--- src/rtl/fft_pkg.sv ---
// Shared types and sizing for the FFT frame sequencer and its output buffer.
package fft_pkg;

    typedef enum logic [1:0] {
        LOAD    = 2'd0,
        KICK    = 2'd1,
        COMPUTE = 2'd2,
        UNLOAD  = 2'd3
    } state_t;

    localparam int DEF_N         = 32;
    localparam int DEF_WORD_SIZE = 16;
    localparam int DEF_SAMPLE_W  = 2 * DEF_WORD_SIZE;

    function automatic int sample_width(input int word_size);
        return 2 * word_size;
    endfunction

endpackage

--- src/rtl/fft_out_buffer.sv ---
// Two-entry skid buffer: loads a read pair at once, pops one sample per out handshake.
// Output is registered; o_sample holds while stalled. Parent loads only when o_empty.
module fft_out_buffer
    import fft_pkg::*;
#(
    parameter int W = DEF_SAMPLE_W
) (
    input  logic         clk,
    input  logic         reset,
    input  logic         i_load,
    input  logic [W-1:0] i_sample1,
    input  logic [W-1:0] i_sample2,
    output logic         o_empty,
    output logic         o_valid,
    input  logic         i_ready,
    output logic [W-1:0] o_sample
);

    logic [1:0]   r_cnt;
    logic [W-1:0] r_head;
    logic [W-1:0] r_tail;
    logic         w_pop;

    assign w_pop = o_valid & i_ready;

    always_ff @(posedge clk) begin
        if (reset) begin
            r_cnt  <= 2'd0;
            r_head <= '0;
            r_tail <= '0;
        end else if (i_load) begin
            r_cnt  <= 2'd2;
            r_head <= i_sample1;
            r_tail <= i_sample2;
        end else if (w_pop) begin
            r_cnt  <= r_cnt - 2'd1;
            r_head <= r_tail;
        end
    end

    assign o_valid  = (r_cnt != 2'd0);
    assign o_empty  = ~o_valid;
    assign o_sample = r_head;

endmodule

--- src/rtl/fft_frame_sequencer.sv ---
// Loads one N-point frame into the shared RAM in pairs, hands the RAM to the FFT engine,
// then streams results out in natural order; input stalls outside LOAD, output obeys out_ready.
module fft_frame_sequencer
    import fft_pkg::*;
#(
    parameter int N             = DEF_N,
    parameter int word_size     = DEF_WORD_SIZE,
    parameter int address_width = $clog2(N)
) (
    input  logic                     clk,
    input  logic                     reset,
    input  logic                     in_valid,
    output logic                     in_ready,
    input  logic [2*word_size-1:0]   in_sample,
    output logic                     out_valid,
    input  logic                     out_ready,
    output logic [2*word_size-1:0]   out_sample,
    output logic                     fft_start,
    input  logic                     fft_done,
    output logic                     fft_busy,
    output logic                     io_wr_en,
    output logic [address_width-1:0] io_wr_address1,
    output logic [address_width-1:0] io_wr_address2,
    output logic [2*word_size-1:0]   io_wr_sample1,
    output logic [2*word_size-1:0]   io_wr_sample2,
    output logic [address_width-1:0] io_rd_address1,
    output logic [address_width-1:0] io_rd_address2,
    input  logic [2*word_size-1:0]   io_rd_sample1,
    input  logic [2*word_size-1:0]   io_rd_sample2,
    output logic [15:0]              frame_count
);

    localparam int AW = address_width;
    localparam int SW = sample_width(word_size);
    localparam logic [AW:0] C_LAST = (AW+1)'(N - 1);
    localparam logic [AW:0] C_END  = (AW+1)'(N);
    localparam logic [AW:0] C_ONE  = (AW+1)'(1);
    localparam logic [AW:0] C_TWO  = (AW+1)'(2);

    state_t        r_state;
    state_t        w_state_nxt;
    logic [AW:0]   r_load_idx;
    logic [AW:0]   r_rd_idx;
    logic [AW:0]   r_out_idx;
    logic [SW-1:0] r_hold;
    logic          r_wr_en;
    logic [AW-1:0] r_wr_a1;
    logic [AW-1:0] r_wr_a2;
    logic [SW-1:0] r_wr_s1;
    logic [SW-1:0] r_wr_s2;
    logic [AW-1:0] r_rd_a1;
    logic [AW-1:0] r_rd_a2;
    logic          r_rd_issue;
    logic          r_rd_dvld;
    logic          r_fft_start;
    logic          r_fft_busy;
    logic [15:0]   r_frame_cnt;

    logic w_in_ready;
    logic w_in_hs;
    logic w_out_hs;
    logic w_load_last;
    logic w_out_last;
    logic w_rd_go;
    logic w_start_nxt;
    logic w_busy_nxt;
    logic w_buf_empty;
    logic w_buf_vld;

    assign w_in_hs     = in_valid & w_in_ready;
    assign w_out_hs    = w_buf_vld & out_ready;
    assign w_load_last = (r_load_idx == C_LAST);
    assign w_out_last  = (r_out_idx == C_LAST);

    always_ff @(posedge clk) begin
        if (reset) r_state <= LOAD;
        else       r_state <= w_state_nxt;
    end

    always_comb begin
        w_state_nxt = r_state;
        case (r_state)
            LOAD:    if (w_in_hs && w_load_last) w_state_nxt = KICK;
            KICK:    w_state_nxt = COMPUTE;
            COMPUTE: if (fft_done) w_state_nxt = UNLOAD;
            UNLOAD:  if (w_out_hs && w_out_last) w_state_nxt = LOAD;
            default: w_state_nxt = LOAD;
        endcase
    end

    // One read pair in flight at most, and only into an empty buffer, so loads never meet pops.
    always_comb begin
        w_in_ready  = (r_state == LOAD);
        w_start_nxt = (r_state == KICK);
        w_busy_nxt  = (r_state == KICK) || ((r_state == COMPUTE) && !fft_done);
        w_rd_go     = (r_state == UNLOAD) && w_buf_empty && !r_rd_issue && !r_rd_dvld
                      && (r_rd_idx != C_END);
    end

    always_ff @(posedge clk) begin
        if (reset) begin
            r_load_idx  <= '0;
            r_rd_idx    <= '0;
            r_out_idx   <= '0;
            r_hold      <= '0;
            r_wr_en     <= 1'b0;
            r_wr_a1     <= '0;
            r_wr_a2     <= '0;
            r_wr_s1     <= '0;
            r_wr_s2     <= '0;
            r_rd_a1     <= '0;
            r_rd_a2     <= '0;
            r_rd_issue  <= 1'b0;
            r_rd_dvld   <= 1'b0;
            r_fft_start <= 1'b0;
            r_fft_busy  <= 1'b0;
            r_frame_cnt <= '0;
        end else begin
            r_wr_en     <= 1'b0;
            r_fft_start <= w_start_nxt;
            r_fft_busy  <= w_busy_nxt;
            r_rd_issue  <= w_rd_go;
            r_rd_dvld   <= r_rd_issue;
            if (w_in_hs) begin
                r_load_idx <= w_load_last ? '0 : r_load_idx + C_ONE;
                if (!r_load_idx[0]) begin
                    r_hold <= in_sample;
                end else begin
                    r_wr_en <= 1'b1;
                    r_wr_a1 <= {r_load_idx[AW-1:1], 1'b0};
                    r_wr_a2 <= r_load_idx[AW-1:0];
                    r_wr_s1 <= r_hold;
                    r_wr_s2 <= in_sample;
                end
            end
            if (w_rd_go) begin
                r_rd_a1  <= {r_rd_idx[AW-1:1], 1'b0};
                r_rd_a2  <= {r_rd_idx[AW-1:1], 1'b1};
                r_rd_idx <= r_rd_idx + C_TWO;
            end
            if (w_out_hs) begin
                if (w_out_last) begin
                    r_out_idx   <= '0;
                    r_rd_idx    <= '0;
                    r_frame_cnt <= r_frame_cnt + 16'd1;
                end else begin
                    r_out_idx <= r_out_idx + C_ONE;
                end
            end
        end
    end

    fft_out_buffer #(.W(SW)) u_out_buf (
        .clk       (clk),
        .reset     (reset),
        .i_load    (r_rd_dvld),
        .i_sample1 (io_rd_sample1),
        .i_sample2 (io_rd_sample2),
        .o_empty   (w_buf_empty),
        .o_valid   (w_buf_vld),
        .i_ready   (out_ready),
        .o_sample  (out_sample)
    );

    assign in_ready       = w_in_ready;
    assign out_valid      = w_buf_vld;
    assign fft_start      = r_fft_start;
    assign fft_busy       = r_fft_busy;
    assign io_wr_en       = r_wr_en;
    assign io_wr_address1 = r_wr_a1;
    assign io_wr_address2 = r_wr_a2;
    assign io_wr_sample1  = r_wr_s1;
    assign io_wr_sample2  = r_wr_s2;
    assign io_rd_address1 = r_rd_a1;
    assign io_rd_address2 = r_rd_a2;
    assign frame_count    = r_frame_cnt;

endmodule

--- config.mk ---
export PLATFORM = sky130hd
export DESIGN_NAME = fft_frame_sequencer
export DESIGN_NICKNAME = d
export VERILOG_FILES = /design/src/rtl/fft_pkg.sv /design/src/rtl/fft_out_buffer.sv /design/src/rtl/fft_frame_sequencer.sv
export SDC_FILE = /design/constraint.sdc
export NUM_CORES = 1
export LEC_CHECK = 0
export ABC_AREA = 1
export CAP_MARGIN = 20
export CORE_MARGIN = 2
export CORE_UTILIZATION = 51
export DETAILED_ROUTE_END_ITERATION = 10
export HOLD_SLACK_MARGIN = 0.06
export PLACE_DENSITY_LB_ADDON = 0.1
export RECOVER_POWER = 50
export SLEW_MARGIN = 10
export SYNTH_ARGS = -nofsm -noshare
export SYNTH_HDL_FRONTEND = slang
export SYNTH_SLANG_ARGS = --single-unit
--- constraint.sdc ---
create_clock -name clk -period 2.92 [get_ports clk]
set_clock_uncertainty 0.1 [all_clocks]
set_input_delay 0.584 -clock clk [delete_from_list [all_inputs] [get_ports clk]]
set_output_delay 0.584 -clock clk [all_outputs]
set_load 0.01 [all_outputs]
==> impl_metrics.csv <==
group,metric,value,unit
sta,final.setup.tns,0,ns
placed_design,hpwl,13700,microns
synthesis,synth.area.top_cells,"dfxtp_1 (52%), nand2_1 (14%), nand3_1 (6.0%)",
cts,cts_num_sinks,212,
routing,first_pass_iters,4,
cts,cts_tree,"done",
synthesis,syn_avg_cell_area,7.81,sq um
placed_design,placedCellCount,1438,
finish,area_growth_syn_to_layout,37.0,%
pwr,ir_worst_vdd,0.473,mV
synthesis,synth.top_cell.area_share,52.0,%
run_status,status,"completed",
finish,stdcell_count,1480,
global_route,grt_use_total,23.4,%
synthesis,ys_seq_area_share,52.0,%
sta,relSlewSlack,4.93,%
pwr,powerDensity,663,nW/um^2
die,start_util,51.7,%
finish,drive_gt1_share,4.75,%
cts,insertion_delay,0.51,ns
cts,cts_buffers,23,
global_route,grt_pass1_wl,32900,microns
synthesis,synthesis.area,8160,sq um
worst_setup_path,criticalPathCategory,"input port to register",
placed_design,placed_area,10500,sq um
worst_setup_path,cp.required,3.13,ns
routing,drc,0,
hold_path,hold_path.class,"register to register",
finish,fin_area,11200,sq um
global_route,grt_antenna_before_repair,1,
cts,htreeDepth,1,
routing,viasPerCell,5.07,
routing,antenna_left,0,
worst_setup_path,crit_fanout,70,
die,dieArea,17000,sq um
worst_setup_path,critPathLaunchType,"input port",
sta,hold_viol,0,
sta,report.final.slew_viol_count,0,
cts,clk_pin_slew,0.06,ns
synthesis,yosys_warnings,0,
die,die_w,130,microns
die,rows,46,
die,core_region_area,15800,sq um
job,cap_violations,0,
sta,final.min_clock_period,2.46,ns
sta,tightestPinTransition,1.43,ns
die,pin_count,238,
sta,fmax,407,MHz
routing,wirelength,20700,microns
sta,setup_viol,0,
finish,final_nets,1357,
cts,postCtsSetupBuffers,0,
routing,wire_per_inst,14.0,microns
global_route,overflow,0,
finish,antenna_cells,0,
synthesis,synth_largest_area_cell,"dfxtp_1",
worst_setup_path,worstSetupEndpointType,"register",
cts,ctsResizeCount,0,
sta,timing.hold.ws,0.325,ns
worst_setup_path,arrival,2.67,ns
cts,ctsHoldBuffers,0,
synthesis,yosysUniqueCellTypes,38,
placed_design,io_buffers,235,
pwr,leakage,4.31,nW
placed_design,globalplace.congestion,0.790,
routing,drt_iter0_markers,473,
synthesis,synthCells,1045,
synthesis,synth-seq-cells,212,
die,die_y,130,microns
cts,clockRootBuffer,"clkbuf_16",
global_route,grt_pass1_vias,6857,
routing,vias,7507,
cts,clockBufferDepth,3,
sta,period_share,84.2,%
sta,grt_setup_unrepaired,"false",
global_route,grt_max_degree,71,
flip-flops by register name (all words and copies together), names as in the netlist, 2 cells and up:
register,cells
r_hold,32
io_wr_address2,5
r_out_idx,6
r_load_idx,6
r_rd_idx,5
frame_count,16
io_wr_sample1,32
io_wr_sample2,32
io_rd_address2,5
r_state,2
u_out_buf.o_sample,32
u_out_buf.r_tail,32
u_out_buf.r_cnt,2
synth_stat cells (all sizes together):
master	n
dfxtp	212
nand4	1
a21oi	71
a31oi	32
nand2	315
nor2	84
conb	1
a211oi	2
nor3	8
ha	9
buf	54
nor3b	3
or2	2
nand3b	1
inv	61
o21bai	1
a221oi	1
nand3	98
o211ai	1
o21a	1
xor2	4
xnor2	1
o21ai	65
clkinv	1
clkbuf	16
final timing paths:
check	from	endpoint	slack [ns]	cells after the start
setup / recovery	reset	u_out_buf.r_tail[15]$_SDFFE_PP0P_	0.46	4
hold / removal	r_rd_issue$_SDFF_PP0_	r_rd_dvld$_SDFF_PP0_	0.32	2
setup reg to reg	r_state[1]$_SDFFE_PP0P_	io_wr_sample1[24]$_SDFFE_PP0P_	0.48	9
hold reg to reg	r_rd_issue$_SDFF_PP0_	r_rd_dvld$_SDFF_PP0_	0.32	2
power breakdown:
part / leakage (nW) / switching (mW) / total (mW) / internal (mW)
combinational: 2.21 / 0.657 / 1.17 / 0.517
clock: 0.380 / 1.15 / 2.94 / 1.79
sequential: 1.72 / 0.143 / 3.29 / 3.15
kinds of logic after synthesis:
group | Yosys count | synth area share [%]
AO/OA/AOI/OAI | 174 | 11.4
XOR/XNOR | 5 | 0.537
AND/OR/NAND/NOR | 512 | 26.6
adder cells (fa/ha/maj) | 9 | 1.38
flip-flops | 212 | 52.0
buffers and inverters | 132 | 8.02
other | 1 | 0.0460
routing by layer:
metal	part of all wire, %	GRT usage, %
met4	2.4	7.26
met1	44	30.9
met3	7.5	5.78
met2	46	38.3
met5	0.063	0
cell type report:
cell class | instances | area (sq um)
repair buffers | 246 | 2440
well taps | 216 | 270
flip-flops and latches | 212 | 4250
multi-input cells | 702 | 3210
clock inverters | 12 | 144
clock buffers | 30 | 632
inverters | 62 | 235
fillers | 1357 | 4590
layout by cell type, fill, tap and decap left out, drive strengths merged, types with 3 or more instances in the layout:
| master | count |
|---|---|
| nand2 | 315 |
| a21oi | 71 |
| nor3 | 8 |
| o21ai | 65 |
| inv | 61 |
| nor3b | 3 |
| clkinv | 7 |
| clkbuf | 35 |
| dfxtp | 212 |
| bufinv | 3 |
| ha | 9 |
| a31oi | 32 |
| buf | 7 |
| clkdlybuf4s50 | 234 |
| nor2 | 84 |
| clkinvlp | 3 |
| xor2 | 4 |
| nand3 | 98 |
critical path, stage by stage:
cell and delay (ns):
clkbuf_1 0.12, clkbuf_1 0.64, clkbuf_2 1.16, a21oi_1 0.12
through the flow:
step	worst slack [ns]	total power [mW]	utilization, %
floorplan	1.32	4.02	-
global placement	0.517	4.53	66.5
detailed placement	0.436	4.56	66.5
CTS	0.464	7.51	71.4
global route	0.217	7.76	70.9
finish	0.461	7.41	70.9
Note: power is estimated with default switching activity, not from simulation.
